==> config.mk <==
export PLATFORM = sky130hd
export DESIGN_NAME = decoding_stage_controller_flat
export DESIGN_NICKNAME = d
export VERILOG_FILES = /design/src/rtl/decoding_stage_if.sv /design/src/rtl/decoding_stage_controller.sv /design/src/flat_wrapper.sv
export SDC_FILE = /design/constraint.sdc
export NUM_CORES = 1
export LEC_CHECK = 0
export BUFFER_PORTS_ARGS = -buffer_cell sky130_fd_sc_hd__buf_2
export CAP_MARGIN = 20
export CELL_PAD_IN_SITES_DETAIL_PLACEMENT = 0
export CELL_PAD_IN_SITES_GLOBAL_PLACEMENT = 1
export CORE_MARGIN = 10
export CORE_UTILIZATION = 40
export DETAILED_ROUTE_END_ITERATION = 16
export MAX_ROUTING_LAYER = met4
export PLACE_DENSITY = 0.77
export SLEW_MARGIN = 15
export SYNTH_ARGS = -nofsm -noshare
export SYNTH_HDL_FRONTEND = slang
export SYNTH_SLANG_ARGS = --single-unit
export TNS_END_PERCENT = 30
==> constraint.sdc <==
create_clock -name clk -period 1.95 [get_ports clk]
set_input_delay 0.39 -clock clk [delete_from_list [all_inputs] [get_ports clk]]
set_output_delay 0.39 -clock clk [all_outputs]
set_load 0.05 [all_outputs]
==> src/rtl/decoding_stage_if.sv <==
// rtl/decoding_stage_if.sv - start/result handshakes, PE status and stage broadcast for decoding_stage_controller
// DECODING_STAGE_CYCLE_COUNT_EN adds the cycle_count signal to both modports.
interface decoding_stage_if #(
  parameter int STAGE_WIDTH = 3,
  parameter int ITER_WIDTH  = 8
);
  logic                   start_valid;
  logic                   start_ready;
  logic                   busy_any;
  logic                   odd_any;
  logic [STAGE_WIDTH-1:0] global_stage;
  logic                   result_valid;
  logic                   result_ready;
  logic [ITER_WIDTH-1:0]  grow_iterations;
  logic                   timeout;
`ifdef DECODING_STAGE_CYCLE_COUNT_EN
  logic [31:0]            cycle_count;

  modport master (
    input  start_valid, busy_any, odd_any, result_ready,
    output start_ready, global_stage, result_valid, grow_iterations, timeout, cycle_count
  );
  modport slave (
    output start_valid, busy_any, odd_any, result_ready,
    input  start_ready, global_stage, result_valid, grow_iterations, timeout, cycle_count
  );
`else
  modport master (
    input  start_valid, busy_any, odd_any, result_ready,
    output start_ready, global_stage, result_valid, grow_iterations, timeout
  );
  modport slave (
    output start_valid, busy_any, odd_any, result_ready,
    input  start_ready, global_stage, result_valid, grow_iterations, timeout
  );
`endif
endinterface

==> src/rtl/decoding_stage_controller.sv <==
// rtl/decoding_stage_controller.sv - round sequencer: load, grow/merge loop, peel, result
// Optional DECODING_STAGE_CYCLE_COUNT_EN enables the per-round cycle_count output.
module decoding_stage_controller #(
  parameter int LOAD_CYCLES   = 2,
  parameter int GROW_CYCLES   = 2,
  parameter int SETTLE_CYCLES = 3,
  parameter int STABLE_CYCLES = 2,
  parameter int MAX_ITER      = 255,
  parameter int ITER_WIDTH    = 8,
  parameter int STAGE_WIDTH   = 3
) (
  input  logic              clk,
  input  logic              reset,
  decoding_stage_if.master  bus
);
  localparam int CNT_W = 8;
  localparam logic [STAGE_WIDTH-1:0] STAGE_IDLE                = STAGE_WIDTH'(0);
  localparam logic [STAGE_WIDTH-1:0] STAGE_MEASUREMENT_LOADING = STAGE_WIDTH'(1);
  localparam logic [STAGE_WIDTH-1:0] STAGE_GROW                = STAGE_WIDTH'(2);
  localparam logic [STAGE_WIDTH-1:0] STAGE_MERGE               = STAGE_WIDTH'(3);
  localparam logic [STAGE_WIDTH-1:0] STAGE_PEELING             = STAGE_WIDTH'(4);
  localparam logic [STAGE_WIDTH-1:0] STAGE_RESULT_VALID        = STAGE_WIDTH'(5);

  typedef enum logic [2:0] {S_IDLE, S_LOAD, S_GROW, S_MERGE, S_PEEL, S_RESULT} state_t;

  state_t                 state_q, state_d;
  logic [CNT_W-1:0]       cnt_q, cnt_d;
  logic [CNT_W-1:0]       stable_q, stable_d;
  logic [ITER_WIDTH-1:0]  iter_q, iter_d;
  logic                   timeout_q, timeout_d;
  logic [STAGE_WIDTH-1:0] stage_q, stage_d;
  logic                   settled, converged;

  function automatic logic [STAGE_WIDTH-1:0] stage_of(state_t s);
    case (s)
      S_LOAD:   return STAGE_MEASUREMENT_LOADING;
      S_GROW:   return STAGE_GROW;
      S_MERGE:  return STAGE_MERGE;
      S_PEEL:   return STAGE_PEELING;
      S_RESULT: return STAGE_RESULT_VALID;
      default:  return STAGE_IDLE;
    endcase
  endfunction

  always_ff @(posedge clk or negedge reset) begin
    if (!reset) begin
      state_q   <= S_IDLE;
      cnt_q     <= '0;
      stable_q  <= '0;
      iter_q    <= '0;
      timeout_q <= 1'b0;
      stage_q   <= STAGE_IDLE;
    end else begin
      state_q   <= state_d;
      cnt_q     <= cnt_d;
      stable_q  <= stable_d;
      iter_q    <= iter_d;
      timeout_q <= timeout_d;
      stage_q   <= stage_d;
    end
  end

  // cnt_q times LOAD/GROW dwell and the MERGE/PEEL settle window; it holds once settled.
  always_comb begin
    state_d   = state_q;
    cnt_d     = cnt_q;
    stable_d  = stable_q;
    iter_d    = iter_q;
    timeout_d = timeout_q;
    settled   = (cnt_q == CNT_W'(SETTLE_CYCLES));
    converged = settled && !bus.busy_any && (stable_q == CNT_W'(STABLE_CYCLES - 1));
    case (state_q)
      S_IDLE: begin
        if (bus.start_valid) begin
          state_d   = S_LOAD;
          cnt_d     = '0;
          iter_d    = '0;
          timeout_d = 1'b0;
        end
      end
      S_LOAD, S_GROW: begin
        if ((state_q == S_LOAD && cnt_q == CNT_W'(LOAD_CYCLES - 1)) ||
            (state_q == S_GROW && cnt_q == CNT_W'(GROW_CYCLES - 1))) begin
          state_d  = S_MERGE;
          cnt_d    = '0;
          stable_d = '0;
        end else begin
          cnt_d = cnt_q + 1'b1;
        end
      end
      S_MERGE, S_PEEL: begin
        if (!settled) begin
          cnt_d = cnt_q + 1'b1;
        end else if (bus.busy_any) begin
          stable_d = '0;
        end else if (!converged) begin
          stable_d = stable_q + 1'b1;
        end else begin
          cnt_d    = '0;
          stable_d = '0;
          if (state_q == S_PEEL || !bus.odd_any) begin
            state_d = (state_q == S_PEEL) ? S_RESULT : S_PEEL;
          end else if (iter_q < ITER_WIDTH'(MAX_ITER)) begin
            state_d = S_GROW;
            iter_d  = iter_q + 1'b1;
          end else begin
            state_d   = S_PEEL;
            timeout_d = 1'b1;
          end
        end
      end
      S_RESULT: begin
        if (bus.result_ready) state_d = S_IDLE;
      end
      default: state_d = S_IDLE;
    endcase
    stage_d = stage_of(state_d);
  end

`ifdef DECODING_STAGE_CYCLE_COUNT_EN
  logic [31:0] cyc_q, cyc_d;

  always_ff @(posedge clk or negedge reset) begin
    if (!reset) cyc_q <= '0;
    else        cyc_q <= cyc_d;
  end

  always_comb begin
    cyc_d = cyc_q;
    if (state_q == S_IDLE && bus.start_valid) begin
      cyc_d = '0;
    end else if (state_q != S_IDLE && state_q != S_RESULT && cyc_q != 32'hFFFF_FFFF) begin
      cyc_d = cyc_q + 32'd1;
    end
  end
`endif

  always_comb begin
    bus.start_ready     = (state_q == S_IDLE);
    bus.result_valid    = (state_q == S_RESULT);
    bus.global_stage    = stage_q;
    bus.grow_iterations = iter_q;
    bus.timeout         = timeout_q;
`ifdef DECODING_STAGE_CYCLE_COUNT_EN
    bus.cycle_count     = cyc_q;
`endif
  end
endmodule
==> src/flat_wrapper.sv <==
// flat-port wrapper written by rule: the top's interface ports become plain ports
module decoding_stage_controller_flat 
#(
  parameter int LOAD_CYCLES   = 2,
  parameter int GROW_CYCLES   = 2,
  parameter int SETTLE_CYCLES = 3,
  parameter int STABLE_CYCLES = 2,
  parameter int MAX_ITER      = 255,
  parameter int ITER_WIDTH    = 8,
  parameter int STAGE_WIDTH   = 3
)
  (clk, reset, bus_start_valid, bus_busy_any, bus_odd_any, bus_result_ready, bus_start_ready, bus_global_stage, bus_result_valid, bus_grow_iterations, bus_timeout);
  decoding_stage_if #(.STAGE_WIDTH(STAGE_WIDTH), .ITER_WIDTH(ITER_WIDTH)) bus_i ();
  input  logic clk;
  input  logic reset;
  input wire logic [$bits(bus_i.start_valid)-1:0] bus_start_valid;
  input wire logic [$bits(bus_i.busy_any)-1:0] bus_busy_any;
  input wire logic [$bits(bus_i.odd_any)-1:0] bus_odd_any;
  input wire logic [$bits(bus_i.result_ready)-1:0] bus_result_ready;
  output wire logic [$bits(bus_i.start_ready)-1:0] bus_start_ready;
  output wire logic [$bits(bus_i.global_stage)-1:0] bus_global_stage;
  output wire logic [$bits(bus_i.result_valid)-1:0] bus_result_valid;
  output wire logic [$bits(bus_i.grow_iterations)-1:0] bus_grow_iterations;
  output wire logic [$bits(bus_i.timeout)-1:0] bus_timeout;
  assign bus_i.start_valid = bus_start_valid;
  assign bus_i.busy_any = bus_busy_any;
  assign bus_i.odd_any = bus_odd_any;
  assign bus_i.result_ready = bus_result_ready;
  assign bus_start_ready = bus_i.start_ready;
  assign bus_global_stage = bus_i.global_stage;
  assign bus_result_valid = bus_i.result_valid;
  assign bus_grow_iterations = bus_i.grow_iterations;
  assign bus_timeout = bus_i.timeout;
  decoding_stage_controller #(.LOAD_CYCLES(LOAD_CYCLES), .GROW_CYCLES(GROW_CYCLES), .SETTLE_CYCLES(SETTLE_CYCLES), .STABLE_CYCLES(STABLE_CYCLES), .MAX_ITER(MAX_ITER), .ITER_WIDTH(ITER_WIDTH), .STAGE_WIDTH(STAGE_WIDTH)) u_core (.clk(clk), .reset(reset), .bus(bus_i));
endmodule
==> run metrics, run 1 <==
total CTS buffers=5; die height=slightly below 90 um; WHS=about 0.15 ns; TNS Setup=0 ns; peak supply drop=0.507 mV; initial DRC count=between 100 and 150; H-tree depth=2; pre-CTS setup slack=-0.0145 ns; Hold Path Class=input pin to asynchronous set/reset pin; I/O Pins=20; max-cap violation count=0; core outline area=roughly 0.0044 mm2; Primary FF master, synth=dfrtp_1; Clock Path Buffers=2; most common cell in the synthesized netlist=dfrtp_1; post-layout util=between 50% and 60%; worst-path cell chain=inv_2, ha_4, and3b_1, and4_1, or3b_4, or2_4, o31ai_4; Synth top area share=approximately two fifths; maximum number of pins on one net before global-route repair=32; Die Wd=about 88 um; crit path from=u_core.stable_q[1]; crit end category=register; Pwr Density=1030 mW/mm2; Least-Margin Pin Slew=roughly 0.7 ns; Seq cells post-synth=31; gpl congestion=a little over 0.9; largest family of logic cells by synthesized area=simple AND/OR/NAND/NOR gates; Die ar.=0.00782 mm2; first-pass GRT wire length=~8.3 mm; CTS tree=yes; Cell Count Post-Placement=approximately 300; Synth Warn #=0; Final setup violation count=0; Sinks on Clock Net=31; Antenna Nets Post-Route=0; global route total overflow=0; period utilisation layout=99.0%; adder-cell area share of the yosys netlist=between 3 and 4%; worst skew pair latency=between 0.2 and 0.3 ns; outcome=finished, final reports clean; Final Hold Fails=0; WP data arrival=around 2.1 ns; Async SR Flop Fraction=between 90% and 100%; max frequency=slightly above 0.5 GHz; Seq. cell area=between 700 and 800 um2; Slew HR=between 50% and 60%; CTS root buf=clkbuf_8; CP Class=register to register; Total Wirelength=slightly below 5 mm; Final Non-Filler Cells=309; r2r setup slk=0.02 ns; syn avg cell area=between 9 and 10 um2; synthesized area=0.00187 mm2; layout cells sized above 1=between 30% and 40%; initial antenna violation count=0; I/O Buffers=19; Synth Area in Simple Gates=between 20% and 30%; via/cell ratio=5.62; Synth Instances=between 150 and 200; CP required=roughly 2.2 ns; EDFF count, synth=0; initial core utilization=a little over two fifths; via count=~1700; first drt pass iteration count=4; Synth area leader=dfrtp_1; area of the multi-input gates=between 0.001 and 0.0015 mm2; Ant. Diodes=0; startpoint types=register; DP HPWL=roughly 3.7 mm; setup slack after layout=0.0189 ns; Synthesized Nets=210; Crit Path Max Fanout=4; Synth cell types=54; Synth area leaders=dfrtp_1 41%, nand3_1 4.0%, o21ai_0 4.0%; CP endpoint=u_core.stable_q[6]; Synth Area in Compound Gates=17.6%; hold_buf cts=0; Worst path max stage delay=slightly above 0.4 ns; FP Rows=24; mean routed wirelength per cell=~16 um; multiplexer share of the synthesized area=under 10%; RSZ-0062 raised after global routing=true; GRT Total Usage=roughly 14%; Worst Clk Skew=roughly 0.0065 ns; FF-to-FF End=u_core.stable_q[6]; register area share after synthesis=between 40% and 50%; Area growth syn-to-layout=32.1%; XOR/XNOR Fraction of Synth Area=under 10%; vias in the first global route=between 1500 and 2000; Static Leak=approximately 1.1 nW; slowest stage cell, crit path=or3b_4; FILL cells=426; Clock transition at path regs=about 0.07 ns; synth cell count leaders=31 x dfrtp_1, 19 x nand2_1, 15 x nand3_1, 15 x o21ai_0, 14 x nor2_1; min cycle time layout=1.93 ns; depth of the most critical reg-to-reg path=7; Slew Viols, Final=0; reg2reg start=u_core.stable_q[1]; Remaining DRCs=0; final net count=around 270
## critical path, delay by kind of cell (launching register included)
kind,cells,cell delay (ns)
buf+inv,1,0.06
fa+ha+maj,1,0.15
simple gates,4,1.04
compound gates,1,0.21
flops,1,0.38
## per-layer routing
metal	track usage (%)	wire (um)	share of wire [%]	vias up
met2	23.2	2410	50	30
li1	-	-	-	855
met3	4.23	228	4.7	5
met4	4.85	67	1.4	0
met5	-	0	0	-
met1	15.5	2120	44	846
## cell families (layout without fill, tap and decap cells)
| kind of cell | count (synthesis) | in the layout |
|---|---|---|
| mux | 6 | 6 |
| simple gates | 96 | 96 |
| xor+xnor | 5 | 5 |
| fa+ha+maj | 5 | 5 |
| compound gates | 45 | 45 |
| flops | 31 | 31 |
| buf+inv | 11 | 69 |
## placed cells by master (no fill, tap or decap), types with 2 or more instances in the layout
cell type	n
inv_1	4
a2111oi_2	3
nand2b_1	5
nand4_1	5
and2_1	6
xnor2_1	3
nor2_1	14
buf_4	35
mux2i_1	4
clkbuf_8	5
nand2_1	18
and3_1	5
clkinv_2	3
ha_4	2
xor2_1	2
o311a_1	2
o22ai_1	3
nor3_1	4
a22o_1	5
dfrtp_1	30
buf_2	18
nand3_1	15
nor2b_1	3
nor4_2	2
o21ai_0	14
a21oi_1	3
ha_1	3
a2bb2oi_1	2
or3_1	2
## what timing repair did
action | 4_1_cts | 5_1_grt
resized for setup | 7 | 18
pin swaps | 0 | 8
setup endpoints to repair | 10 | 20
buffers inserted | 1 | 1
## power breakdown
group / internal, mW / total (mW) / switching [mW]
registers: 0.753 / 0.859 / 0.106
clock network: 0.244 / 0.488 / 0.244
logic: 0.572 / 1.21 / 0.636
total: 1.57 / 2.56 / 0.987
## through the flow
stage / instance area [um2] / total power, mW
3_3_place_gp: 2270 / 1.95
2_1_floorplan: 1880 / 1.52
5_1_grt: 2480 / 2.76
3_5_place_dp: 2270 / 1.97
4_1_cts: 2380 / 2.51
6_report: 2480 / 2.56
## layout make-up
type                            count  share of cell area, %
Multi-Input combinational cell    157                   46.2
Timing Repair Buffer               55                   15.3
Clock inverter                      3                  0.606
Clock buffer                        5                   2.78
Tap cell                           52                   2.63
Inverter                            6                   1.06
Sequential cell                    31                   31.4
## worst min-delay path by stage
stage           from                             to  cells past startpoint
2_1_floorplan  reset     u_core.bus.global_stage[0]                      0
3_3_place_gp   reset  u_core.bus.grow_iterations[0]                      1
3_5_place_dp   reset  u_core.bus.grow_iterations[0]                      1
4_1_cts        reset              u_core.state_q[1]                      1
5_1_grt        reset              u_core.state_q[1]                      1
6_report       reset              u_core.state_q[1]                      1
## state kept, by name, summed over array words and instances (netlist names)
name,flops
u_core.bus.grow_iterations,8
u_core.bus.global_stage,3
u_core.state_q,3
u_core.stable_q,8
u_core.bus.timeout,1
u_core.cnt_q,8
No activity file was read; power rests on OpenSTA's default activity.
==> run 2, diff against run 1 <==
--- a/config.mk
+++ b/config.mk
@@ -5,15 +5,16 @@
 export SDC_FILE = /design/constraint.sdc
 export NUM_CORES = 1
 export LEC_CHECK = 0
+export ABC_AREA = 1
 export BUFFER_PORTS_ARGS = -buffer_cell sky130_fd_sc_hd__buf_2
 export CAP_MARGIN = 20
 export CELL_PAD_IN_SITES_DETAIL_PLACEMENT = 0
 export CELL_PAD_IN_SITES_GLOBAL_PLACEMENT = 1
 export CORE_MARGIN = 10
-export CORE_UTILIZATION = 40
+export CORE_UTILIZATION = 43
 export DETAILED_ROUTE_END_ITERATION = 16
 export MAX_ROUTING_LAYER = met4
-export PLACE_DENSITY = 0.77
+export PLACE_DENSITY = 0.83
 export SLEW_MARGIN = 15
 export SYNTH_ARGS = -nofsm -noshare
 export SYNTH_HDL_FRONTEND = slang
==> constraint.sdc (replaced) <==
create_clock -name clk -period 2 [get_ports clk]
set_input_delay 0.4 -clock clk [delete_from_list [all_inputs] [get_ports clk]]
set_output_delay 0.4 -clock clk [all_outputs]
set_load 0.05 [all_outputs]
==> run 2 against run 1 <==
  * Synthesized cell count is 46% higher
  * Clock skew is 0.0016 ns lower
  * Global-route usage is 0.56 points lower
  * Non-clock buffer count is 36 lower
  * Critical endpoint is now bus_start_ready
==> run metrics, run 2 <==
WL met3=249 um (+9.2%); r2r setup slk=0.33 ns (+0.31 ns); startpoint types=register; most common cell in the synthesized netlist=nand2_1; Ant. Diodes=0 (unchanged); I/O Buffers=19 (unchanged); initial antenna violation count=0 (unchanged); most frequent cells in the layout=91 x nand2_1, 35 x inv_1, 31 x nor2_1, 31 x dfrtp_1, 26 x nand3_1; core outline area=0.00469 mm2 (+5.6%); Antenna Nets Post-Route=0 (unchanged); RSZ-0062 raised after global routing=false; outcome=finished, final reports clean; Clock Path Buffers=2 (unchanged); hold_buf cts=0 (unchanged); gpl congestion=0.812 (-11%); Seq cells post-synth=31 (unchanged); synth cell count leaders=91 x nand2_1, 35 x inv_1, 31 x dfrtp_1, 31 x nor2_1, 26 x nand3_1; EDFF count, synth=0 (unchanged); layout cells sized above 1=15.0% (-20 points); Top Layer Used=met4; Die ar.=0.00798 mm2 (+2.0%); commonest non-fill, non-tap cell in the layout=nand2_1; max-cap violation count=0 (unchanged); Slew Viols, Final=0 (unchanged); GRT Total Usage=13.4% (-0.56 points); fin area=0.00231 mm2 (-6.8%); CTS tree=yes; CP Class=register to output pin; Final setup violation count=0 (unchanged); Remaining DRCs=0 (unchanged); area of the multi-input gates=0.00112 mm2 (-2.3%); worst-path cell chain=nor2_2, nand2_1, inv_1, buf_2; Hold Path Class=input pin to asynchronous set/reset pin; register area share after synthesis=37.5% (-3.9 points); Area growth syn-to-layout=11.7%; Clock transition at path regs=0.06 ns (about the same); WP data arrival=1.48 ns (-0.65 ns); Synth area leader=dfrtp_1; syn avg cell area=7.13 um2 (-24%); Synth cell types=27 (-50%); DP HPWL=3.47 mm (-5.1%); maximum number of pins on one net before global-route repair=32 (unchanged); mean routed wirelength per cell=12.8 um (-18%); worst skew pair latency=0.28 ns (about the same); min cycle time layout=between 1.5 and 2 ns; Sinks on Clock Net=31 (unchanged); Seq. cell area=776 um2 (-0.16%); vias in the first global route=1720 (-2.4%); setup slack after layout=0.122 ns (+0.103 ns); die height=89.3 um (+0.99%); Primary FF master, synth=dfrtp_1; max frequency=between 0.5 and 0.6 GHz; Least-Margin Pin Slew=0.733 ns (+0.0356 ns); CTS root buf=clkbuf_8; Total Wirelength=4.71 mm (-2.5%); I/O Pins=20 (unchanged); first drt pass iteration count=4 (unchanged); Synth area leaders=dfrtp_1 38%, nand2_1 17%, inv_1 6.4%; peak supply drop=0.607 mV (+20%); post-place instance area=0.00221 mm2 (-2.6%); Total Power=2.89 mW (+13%); Post-CTS Setup Bufs=0 (-1); Final Non-Filler Cells=368 (+19%); WHS=0.178 ns (+0.0324 ns); Synth Instances=290 (+46%); Die Wd=89.3 um (+0.99%); Synthesized Nets=301 (+43%); final net count=324 (+21%); Final Hold Fails=0 (unchanged); post-layout util=49.2% (-6.5 points); metal2 WL=2.01 mm (-17%); worst path buffer plus inverter count=2 (+1); M1 WL=2.36 mm (+11%); total CTS buffers=5 (unchanged); Synth Warn #=0 (unchanged); Synth top area share=37.5% (-3.9 points); Worst path max stage delay=0.45 ns (+0.04 ns); via count=1817 (+4.7%); Static Leak=1.28 nW (+14%); global route total overflow=0 (unchanged); CP required=1.60 ns (-0.55 ns); FP Rows=25 (+4.2%); Async SR Flop Fraction=100% (unchanged); number of instances resized during post-cts repair=0 (-7); Crit Path Max Fanout=5 (+1); Pwr Density=1250 mW/mm2 (+21%); Cell Count Post-Placement=360 (+20%); crit end category=output pin; initial DRC count=124 (+19%); synthesized area=0.00207 mm2 (+10%); Slew HR=51.1% (-2.4 points); H-tree depth=2 (unchanged); TNS Setup=0 ns (unchanged); Worst Clk Skew=0.00491 ns (-0.00158 ns); slowest stage cell, crit path=dfrtp_1; FILL cells=466 (+9.4%); first-pass GRT wire length=8.17 mm (-2.0%); pre-CTS setup slack=0.327 ns (+0.342 ns); via/cell ratio=4.94 (-12%); CP top delay family=flip-flops; initial core utilization=44.1% (+1.9 points); period utilisation layout=a little over nine tenths
-- run 2: changes by cell type after synthesis, moves of 8 or more --
cell     before  now
o21ai_0      15    7
nand2_1      19   91
inv_1         6   35
nor2_1       14   31
nand3_1      15   26
nand4_1       5   14
-- run 2: area by class of cell --
type                            instances  share of cell area (%)
Clock buffer                            8                    4.34
Inverter                               39                    6.56
Sequential cell                        31                    33.6
Tap cell                               54                    2.93
Timing Repair Buffer                   19                    4.12
Multi-Input combinational cell        217                    48.5
-- run 2: power by group --
part | internal [mW] | switching, mW
clock network | 0.314 | 0.230
registers | 0.791 | 0.191
logic | 0.399 | 0.963
total | 1.50 | 1.38
-- run 2: cells by family (layout without fill, tap and decap cells) --
family / after synthesis / after routing / share of synthesized area [%]
xor+xnor: 9 / 9 / 3.81
simple gates: 180 / 180 / 40.7
compound gates: 23 / 23 / 6.54
flops: 31 / 31 / 37.5
fa+ha+maj: 5 / 5 / 3.03
buf+inv: 42 / 66 / 8.35
-- run 2: worst register-to-register path, cell delays in order (launching register included) --
cell	delay, ns
dfrtp_1	0.43
ha_1	0.28
nand2_1	0.08
nor2_1	0.05
nand2_1	0.13
nor2_1	0.10
nor2_4	0.20
nand2_1	0.09
o21ai_1	0.12
nand2_1	0.08
-- run 2: layer usage --
layer | up-vias | track usage (%)
met5 | - | -
li1 | 970 | -
met2 | 40 | 19.9
met1 | 800 | 17.2
met4 | 0 | 5.20
met3 | 7 | 3.01
-- run 2: worst paths after layout --
kind                            cells past startpoint                       endpoint                          start
worst min register to register                      2             u_core.bus.timeout             u_core.bus.timeout
worst max-delay path                                4                bus_start_ready              u_core.state_q[0]
min in group clk                                    4              u_core.state_q[2]               bus_result_ready
worst max register to register                      9     u_core.bus.global_stage[2]  u_core.bus.grow_iterations[0]
max in group asynchronous                           1              u_core.state_q[0]                          reset
worst min-delay path                                1  u_core.bus.grow_iterations[3]                          reset
